$ cat src/rtl/run_dump_controller_pkg.sv
// run_dump_pkg
// Shared definitions for the end-of-run monitor:
//   - record tag values carried on o_dump_tag (PC, HDR, REG, MEM)
//   - halt cause values carried on o_halt_cause (none, zero instruction, timeout)
//   - controller state encoding (RUN, HDR, REGS, MEM, DONE)
package run_dump_pkg;

  localparam logic [1:0] TAG_PC  = 2'd0;
  localparam logic [1:0] TAG_HDR = 2'd1;
  localparam logic [1:0] TAG_REG = 2'd2;
  localparam logic [1:0] TAG_MEM = 2'd3;

  localparam logic [1:0] CAUSE_NONE    = 2'd0;
  localparam logic [1:0] CAUSE_ZERO    = 2'd1;
  localparam logic [1:0] CAUSE_TIMEOUT = 2'd2;

  typedef enum logic [2:0] {
    RUN,
    HDR,
    REGS,
    MEM,
    DONE
  } dumpState_t;

endpackage

$ cat src/rtl/run_dump_controller_seq_counter.sv
// dump_seq_counter
// Index counter that walks the register and memory sections of the dump.
// It advances once per accepted record and wraps back to zero after the
// terminal value, so the next section always starts from index 0.
// Ports:
//   i_clk      - clock, rising edge
//   i_reset    - synchronous active-high reset
//   i_clear    - hold the index at zero (used outside the indexed sections)
//   i_advance  - a record of the current section was accepted
//   i_last     - terminal index of the current section
//   o_idx      - current index
//   o_terminal - current index equals i_last
module dump_seq_counter #(
  parameter int IDX_W = 5
) (
  input  logic             i_clk,
  input  logic             i_reset,
  input  logic             i_clear,
  input  logic             i_advance,
  input  logic [IDX_W-1:0] i_last,
  output logic [IDX_W-1:0] o_idx,
  output logic             o_terminal
);

  logic [IDX_W-1:0] r_idx;
  logic             w_terminal;

  assign w_terminal = (r_idx == i_last);

  // Step the index on each accepted record; on the terminal record wrap to
  // zero so the following section starts cleanly without an extra clear.
  always_ff @(posedge i_clk) begin
    if (i_reset || i_clear) begin
      r_idx <= '0;
    end else if (i_advance) begin
      r_idx <= w_terminal ? '0 : r_idx + 1'b1;
    end
  end

  assign o_idx      = r_idx;
  assign o_terminal = w_terminal;

endmodule

$ cat src/rtl/run_dump_controller.sv
// run_dump_controller
// End-of-run monitor sitting beside the single-cycle machine. While the
// program runs it gates CPU progress and (optionally) streams one PC record
// per executed cycle. On a zero instruction or a cycle timeout it freezes the
// CPU and streams a header record, the register file and a data-memory
// window over a valid/ready interface, then raises a sticky done.
// Ports:
//   i_clk, i_reset     - clock and synchronous active-high reset
//   i_inst_in, i_pc_in - current instruction and byte PC of the machine
//   o_cpu_en           - machine advances one cycle when high
//   o_rf_addr/i_rf_data   - combinational register-file read port
//   o_mem_addr/i_mem_data - combinational data-memory read port
//   o_dump_valid/i_dump_ready/o_dump_tag/o_dump_data - record stream
//   o_halt_cause       - 0 none, 1 zero instruction, 2 timeout
//   o_done             - dump complete, sticky until reset
module run_dump_controller
  import run_dump_pkg::*;
#(
  parameter int                DATA_W    = 32,
  parameter int                NUM_REGS  = 32,
  parameter int                REG_AW    = 5,
  parameter int                MEM_AW    = 32,
  parameter logic [MEM_AW-1:0] MEM_BASE  = 'h4000,
  parameter int                MEM_WORDS = 4,
  parameter int                TIMEOUT   = 64,
  parameter int                TRACE_PC  = 1
) (
  input  logic              i_clk,
  input  logic              i_reset,
  input  logic [31:0]       i_inst_in,
  input  logic [31:0]       i_pc_in,
  output logic              o_cpu_en,
  output logic [REG_AW-1:0] o_rf_addr,
  input  logic [DATA_W-1:0] i_rf_data,
  output logic [MEM_AW-1:0] o_mem_addr,
  input  logic [DATA_W-1:0] i_mem_data,
  output logic              o_dump_valid,
  input  logic              i_dump_ready,
  output logic [1:0]        o_dump_tag,
  output logic [DATA_W-1:0] o_dump_data,
  output logic [1:0]        o_halt_cause,
  output logic              o_done
);

  localparam int CNT_W  = $clog2(TIMEOUT + 1);
  localparam int REG_IW = $clog2(NUM_REGS);
  localparam int MEM_IW = $clog2(MEM_WORDS);
  localparam int MAX_IW = (REG_IW > MEM_IW) ? REG_IW : MEM_IW;
  localparam int IDX_W  = (MAX_IW > 1) ? MAX_IW : 1;

  localparam logic [IDX_W-1:0] LAST_REG = IDX_W'(NUM_REGS - 1);
  localparam logic [IDX_W-1:0] LAST_MEM = IDX_W'((MEM_WORDS > 0) ? MEM_WORDS - 1 : 0);
  localparam logic [CNT_W-1:0] CNT_LAST = CNT_W'(TIMEOUT - 1);
  localparam bit               HAS_MEM  = (MEM_WORDS > 0);
  localparam bit               TRACE    = (TRACE_PC != 0);

  dumpState_t        r_state;
  dumpState_t        w_nextState;
  logic [CNT_W-1:0]  r_cycleCnt;
  logic [1:0]        r_haltCause;
  logic [IDX_W-1:0]  w_idx;
  logic [IDX_W-1:0]  w_idxLast;
  logic              w_idxTerminal;
  logic              w_idxClear;
  logic              w_idxAdvance;
  logic              w_haltNow;
  logic              w_valid;
  logic              w_xfer;
  logic [DATA_W-1:0] w_hdrWord;

  assign w_haltNow = (i_inst_in == '0) || (r_cycleCnt == CNT_LAST);

  // Without a PC trace every RUN cycle counts as an accepted record, so the
  // halt decision and the cycle count still advance one step per cycle.
  assign w_xfer = (r_state == RUN) ? (TRACE ? i_dump_ready : 1'b1)
                                   : (w_valid && i_dump_ready);

  assign w_idxLast    = (r_state == MEM) ? LAST_MEM : LAST_REG;
  assign w_idxClear   = !((r_state == REGS) || (r_state == MEM));
  assign w_idxAdvance = w_xfer && ((r_state == REGS) || (r_state == MEM));

  dump_seq_counter #(
    .IDX_W(IDX_W)
  ) u_idxCounter (
    .i_clk     (i_clk),
    .i_reset   (i_reset),
    .i_clear   (w_idxClear),
    .i_advance (w_idxAdvance),
    .i_last    (w_idxLast),
    .o_idx     (w_idx),
    .o_terminal(w_idxTerminal)
  );

  // State register; reset always returns to RUN and abandons any record.
  always_ff @(posedge i_clk) begin
    if (i_reset) begin
      r_state <= RUN;
    end else begin
      r_state <= w_nextState;
    end
  end

  // Executed-cycle counter and halt cause. The halting record itself is not
  // an executed cycle, so the count only moves on non-halting transfers.
  always_ff @(posedge i_clk) begin
    if (i_reset) begin
      r_cycleCnt  <= '0;
      r_haltCause <= CAUSE_NONE;
    end else if ((r_state == RUN) && w_xfer) begin
      if (w_haltNow) begin
        r_haltCause <= (i_inst_in == '0) ? CAUSE_ZERO : CAUSE_TIMEOUT;
      end else begin
        r_cycleCnt <= r_cycleCnt + 1'b1;
      end
    end
  end

  // Next-state logic: each section ends on the accepted record carrying its
  // terminal index; an empty memory window skips straight to DONE.
  always_comb begin
    w_nextState = r_state;
    case (r_state)
      RUN:  if (w_xfer && w_haltNow) w_nextState = HDR;
      HDR:  if (w_xfer) w_nextState = REGS;
      REGS: if (w_xfer && w_idxTerminal) w_nextState = HAS_MEM ? MEM : DONE;
      MEM:  if (w_xfer && w_idxTerminal) w_nextState = DONE;
      DONE: w_nextState = DONE;
      default: w_nextState = RUN;
    endcase
  end

  // Header word: cause in the top two bits, executed-cycle count at the bottom.
  always_comb begin
    w_hdrWord                = '0;
    w_hdrWord[CNT_W-1:0]     = r_cycleCnt;
    w_hdrWord[31:30]         = r_haltCause;
  end

  // Output decode. Valid and cpu enable are forced low while reset is high so
  // no record can be taken and the machine cannot step during the reset cycle.
  always_comb begin
    w_valid     = 1'b0;
    o_cpu_en    = 1'b0;
    o_dump_tag  = TAG_PC;
    o_dump_data = '0;
    case (r_state)
      RUN: begin
        w_valid     = TRACE;
        o_dump_tag  = TAG_PC;
        o_dump_data = DATA_W'(i_pc_in);
        o_cpu_en    = (TRACE ? i_dump_ready : 1'b1) && !w_haltNow;
      end
      HDR: begin
        w_valid     = 1'b1;
        o_dump_tag  = TAG_HDR;
        o_dump_data = w_hdrWord;
      end
      REGS: begin
        w_valid     = 1'b1;
        o_dump_tag  = TAG_REG;
        o_dump_data = i_rf_data;
      end
      MEM: begin
        w_valid     = 1'b1;
        o_dump_tag  = TAG_MEM;
        o_dump_data = i_mem_data;
      end
      default: begin
        w_valid = 1'b0;
      end
    endcase
    if (i_reset) begin
      w_valid  = 1'b0;
      o_cpu_en = 1'b0;
    end
  end

  assign o_dump_valid = w_valid;
  assign o_rf_addr    = REG_AW'(w_idx);
  assign o_mem_addr   = MEM_BASE + MEM_AW'(w_idx);
  assign o_halt_cause = r_haltCause;
  assign o_done       = (r_state == DONE) && !i_reset;

endmodule
$ cat config.mk
export PLATFORM = sky130hd
export DESIGN_NAME = run_dump_controller
export DESIGN_NICKNAME = d
export VERILOG_FILES = /design/src/rtl/run_dump_controller_pkg.sv /design/src/rtl/run_dump_controller_seq_counter.sv /design/src/rtl/run_dump_controller.sv
export SDC_FILE = /design/constraint.sdc
export NUM_CORES = 1
export LEC_CHECK = 0
export BUFFER_PORTS_ARGS = -buffer_cell sky130_fd_sc_hd__buf_2
export CORE_MARGIN = 8
export CORE_UTILIZATION = 33
export DETAILED_ROUTE_END_ITERATION = 7
export HOLD_SLACK_MARGIN = 0.08
export PLACE_DENSITY = 0.84
export SLEW_MARGIN = 20
export SYNTH_ARGS = -nofsm -noshare
export SYNTH_HDL_FRONTEND = slang
export SYNTH_SLANG_ARGS = --single-unit
$ cat constraint.sdc
create_clock -name i_clk -period 2.33 [get_ports i_clk]
set_input_delay 0.1165 -clock i_clk [delete_from_list [all_inputs] [get_ports i_clk]]
set_output_delay 0.1165 -clock i_clk [all_outputs]
set_load 0.01 [all_outputs]
After elaboration in Yosys (flattened, before gate mapping)
Cells that the tools add are included.

storage, ports and cells
  bits in latches = 0
  register bits = 17
  logic and storage cells = 52
  memory bits (writable) = 0
  memories kept = 0
  memory bits (read-only) = 0

operators by class
  div/mod/pow operators = 0
  $mul = 0
  order comparisons = 0
  bitwise gates (word level) = 1
  reduce and logical (&&, ||, !) cells = 19
  equality and inequality tests = 10
  multiplexer cells = 15
  shifts and indexed selects = 0
  add/sub/neg operators = 3

operator list
  kind                   number
  $pmux 32 s4            1
  $logic_not 32->1       1
  $add 15x5->16 const A  1
  $pmux 3 s5             1
  $mux 3                 4
  $mux 5                 2
  $add 7x1->7 const B    1
  $eq 7x6->1 const B     1
  $logic_and 1x1->1      7
  $eq 3x2->1 const B     2
  $ne 2x1->1 const B     3
  $pmux 2 s3             1
  $add 5x1->5 const B    1
  $eq 5x5->1             1
  $mux 1                 5
  $reduce_and 2->1       2
  $reduce_and 4->1       1
  $reduce_or 4->1        1
  $eq 3x1->1 const B     1
  $eq 3x3->1 const B     1
  $logic_not 1->1        3
  $logic_not 3->1        1
  $logic_or 1x1->1       3
  $mux 2                 1
  other kinds (2)        2

Depth between registers and ports, before layout
  depth after elaboration = 9
  depth in mapped cells = 7
  mapped depth without buffers = 6

By module
Synthesis repeated with hierarchy kept, for this count alone.

second synthesis, totals
  cells, all modules = 281
  area total of the unflattened synthesis = 2132.0 µm²

modules (own cells, without submodules)
  module               cells each  area each (µm²)  times used
  run_dump_controller  242         1786.7           1
  dump_seq_counter     39          345.3            1

Worst setup path before layout
Ideal clock, no wire load.

  kind = reg2reg
  start point = reg u_idxCounter.r_idx[0] (netlist: u_idxCounter.o_idx[0])
  end point = reg r_state[0]
  stages on the path, launching flop included = 7
  clock period less this slack = 2.258 ns
  library setup time = 0.123 ns
  path buffers = 0
  slack = 0.072 ns
  data arrival time = 2.135 ns
  cell sequence = dfxtp_1 -> ha_1 -> or4b_4 -> a2111oi_4 -> a2111oi_1 -> nor3b_2 -> mux2_1

on the way
  word-level cells in the longest chain between the ends = 4
  elaborated cells on any way between the ends = 5

RTL lines
  item                            line                                                    text
  from (decl)                     run_dump_controller_seq_counter.sv:25                   logic [IDX_W-1:0] r_idx;
  from (signal assigned)          run_dump_controller_seq_counter.sv:36                   r_idx <= w_terminal ? '0 : r_idx + 1'b1;
  $eq 5x5->1 (*)                  run_dump_controller_seq_counter.sv:28                   assign w_terminal = (r_idx == i_last);
  $logic_and 1x1->1 (*)           run_dump_controller.sv:125, run_dump_controller.sv:126
  $ne 2x1->1 (no line)            -
  $reduce_and 4->1 (no line) (*)  -
  to (signal assigned)            run_dump_controller.sv:99                               r_state <= w_nextState;
  to (decl)                       run_dump_controller.sv:57                               dumpState_t r_state;

Every way passes the cells marked *; elsewhere a longest branch is shown, timed or not.
A chain may end at the register's enable or synchronous reset.

Final worst setup path
  start point = reg u_idxCounter.r_idx[1] (netlist: u_idxCounter.o_idx[1])
  end point = reg r_state[0]

The elaborated chain is that of the path after synthesis.

==> impl_metrics.env <==
export IMPL_cts_root_buf="clkbuf_8"
export IMPL_rrSetupSlack_ns=0.1
export IMPL_peakVddDrop_uv=182
export IMPL_postSynthCellCount=271
export IMPL_fin_tns_setup_ns=0
export IMPL_cts_max_level=1
export IMPL_final_cell_mix="buf_2, nor2_1, a21oi_1, conb_1, mux2i_1"
export IMPL_dp_slack_ns=0.101
export IMPL_clkSinkCount=17
export IMPL_num_vias=2518
export IMPL_final_area_sq_mm=0.00293
export IMPL_synthesis_area_sq_mm=0.00204
export IMPL_crit_slowest_cell="or4b_4"
export IMPL_cp_data_arrival_time_ns=2.39
export IMPL_crit_chain="ha_1, or4b_4, a2111oi_4, a2111oi_1, nor3b_2, mux2_1"
export IMPL_fp_row_count=28
export IMPL_grt_overflow=0
export IMPL_drv_slew=0
export IMPL_leakage_nw=1.45
export IMPL_ys_flop_type="dfxtp_1"
export IMPL_ys_seq_elements=17
export IMPL_rsz0062_at_grt="false"
export IMPL_status="completed"
export IMPL_clk_pin_slew_ns=0.07
export IMPL_io_pins=207
export IMPL_powerDensity_mw_per_mm2=272
export IMPL_wl_mm=8.19
export IMPL_drt_iter0_drc=86
export IMPL_drive_gt1_frac=0.474
export IMPL_synthArstFlopShare=0
export IMPL_core_sq_mm=0.00596
export IMPL_grtUsageTotal=0.170
export IMPL_post_cts_setup_buffers=0
export IMPL_die_w_um=94.5
export IMPL_cts_tree="yes"
export IMPL_ys_types=41
export IMPL_syn_avg_cell_area_sq_um=7.51
export IMPL_cpPeakStageDelay_ns=0.50
export IMPL_min_period_ns=2.23
export IMPL_drtPass1Iterations=4
export IMPL_synth_top_area_frac=0.167
export IMPL_synth_edf_count=0
export IMPL_cap_viol_max_count=0
export IMPL_place_hpwl_mm=7.06
export IMPL_hold_viol=0
export IMPL_die_y_um=94.5
export IMPL_synth_area_top_cells="dfxtp_1, mux2i_1, buf_4, nor2_1, mux4_2"
export IMPL_routedWlPerCell_um=15.9
export IMPL_fmax_mhz=448
export IMPL_ys_warn_count=0
export IMPL_start_util=0.342
export IMPL_grt_pass1_vias=2605
export IMPL_numCtsBuffers=3
export IMPL_start_kind="flip-flop"
export IMPL_viasPerCell=4.90
export IMPL_fp_dieArea_sq_mm=0.00894
export IMPL_worstPathRequired_ns=2.48
export IMPL_gp_congestion=0.847
export IMPL_worst_slack_ns=0.0972
export IMPL_crit_path_end_kind="flip-flop"
export IMPL_portBuffers=179
export IMPL_layout_nets=573
export IMPL_layout_commonest_cell="buf_2"
export IMPL_area_growth_pct=44.0
export IMPL_clk_latency_ns=0.26
export IMPL_drc_errors=0
export IMPL_synth_area_leader_cell="dfxtp_1"
export IMPL_min_period_over_period=0.958
export IMPL_yosysSeqAreaShare=0.167
export IMPL_tightestPinTransition_ns=0.755
export IMPL_antenna_found_initial=0
export IMPL_worst_path_max_fanout=4
export IMPL_n_antenna_cell=0
export IMPL_final_util=0.492
export IMPL_cts_hold_buf=0
export IMPL_skew_ns=0.00642
export IMPL_hp_class="in -> reg"
export IMPL_grt_max_degree=27
export IMPL_path_class="reg -> reg"
export IMPL_grt_first_pass_wirelength_mm=12.5
export IMPL_cts_buffer_depth=2
export IMPL_finalSetupViolCount=0
export IMPL_cts_repair_resized=0
export IMPL_detail_route_antenna_nets=0
export IMPL_timing_hold_ws_ns=0.254
export IMPL_postPlaceCellArea_sq_mm=0.00288
export IMPL_max_slew_margin_rel=0.492
[worst paths after layout]
| kind | endpoint | cells after the start | start |
|---|---|---|---|
| max reg2reg | r_state[0] | 6 | u_idxCounter.o_idx[1] |
| min reg2reg | r_cycleCnt[5] | 2 | r_cycleCnt[5] |
| max | r_state[0] | 6 | u_idxCounter.o_idx[1] |
| min | r_cycleCnt[0] | 2 | i_reset |
[routing by layer]
metal	global-route usage	share of wire	up-vias
li1	-	-	1234
met1	0.173	0.37	1157
met2	0.334	0.53	113
met3	0.0373	0.085	14
met4	0.0481	0.015	0
met5	0	0	-
[stage by stage]
step           instances  power, mW
6_report             514      0.798
5_1_grt              514      0.846
4_1_cts              514      0.803
3_5_place_dp         510      0.572
3_3_place_gp         510      0.562
2_1_floorplan        296      0.452
[power breakdown]
group | internal, mW | switching, mW | total (mW)
Clock | 0.121 | 0.110 | 0.230
Combinational | 0.139 | 0.128 | 0.268
Sequential | 0.294 | 0.00577 | 0.300
[cells by family (layout without fill, tap and decap cells)]
| logic type | after synthesis | after routing | synth area share |
|---|---|---|---|
| other cells | 2 | 27 | 0.00369 |
| flops | 17 | 17 | 0.167 |
| fa+ha+maj | 2 | 2 | 0.0123 |
| buf+inv | 53 | 196 | 0.159 |
| compound gates | 41 | 41 | 0.127 |
| simple gates | 114 | 114 | 0.272 |
| xor+xnor | 6 | 6 | 0.0258 |
| mux | 36 | 36 | 0.233 |
[final cells by class]
cell class	instances	area (sq um)
Timing Repair Buffer	189	971
Multi-Input combinational cell	226	1470
Inverter	3	11.3
Sequential cell	17	342
Clock inverter	1	7.51
Clock buffer	3	41.3
Fill cell	571	3020
Tap cell	75	93.8
[worst max-delay path, delay by kind of cell (launching register included)]
| kind | cells | cell delay (ns) |
|---|---|---|
| simple gates | 2 | 0.77 |
| compound gates | 2 | 0.45 |
| flops | 1 | 0.34 |
| mux | 1 | 0.34 |
| fa+ha+maj | 1 | 0.22 |
[registers in the layout (all words and copies together), names as in the netlist]
register            flops
r_state                 3
r_cycleCnt              7
o_halt_cause            2
u_idxCounter.o_idx      5
[cell usage after synthesis (5+ instances only)]
cell,n
a21oi_1,28
nand4_1,5
mux2i_1,26
dfxtp_1,17
nor2_1,64
nand2_1,5
mux4_2,9
nor2b_1,9
buf_4,32
clkbuf_1,12
nor4_1,11
Note: power is estimated with default switching activity, not from simulation.
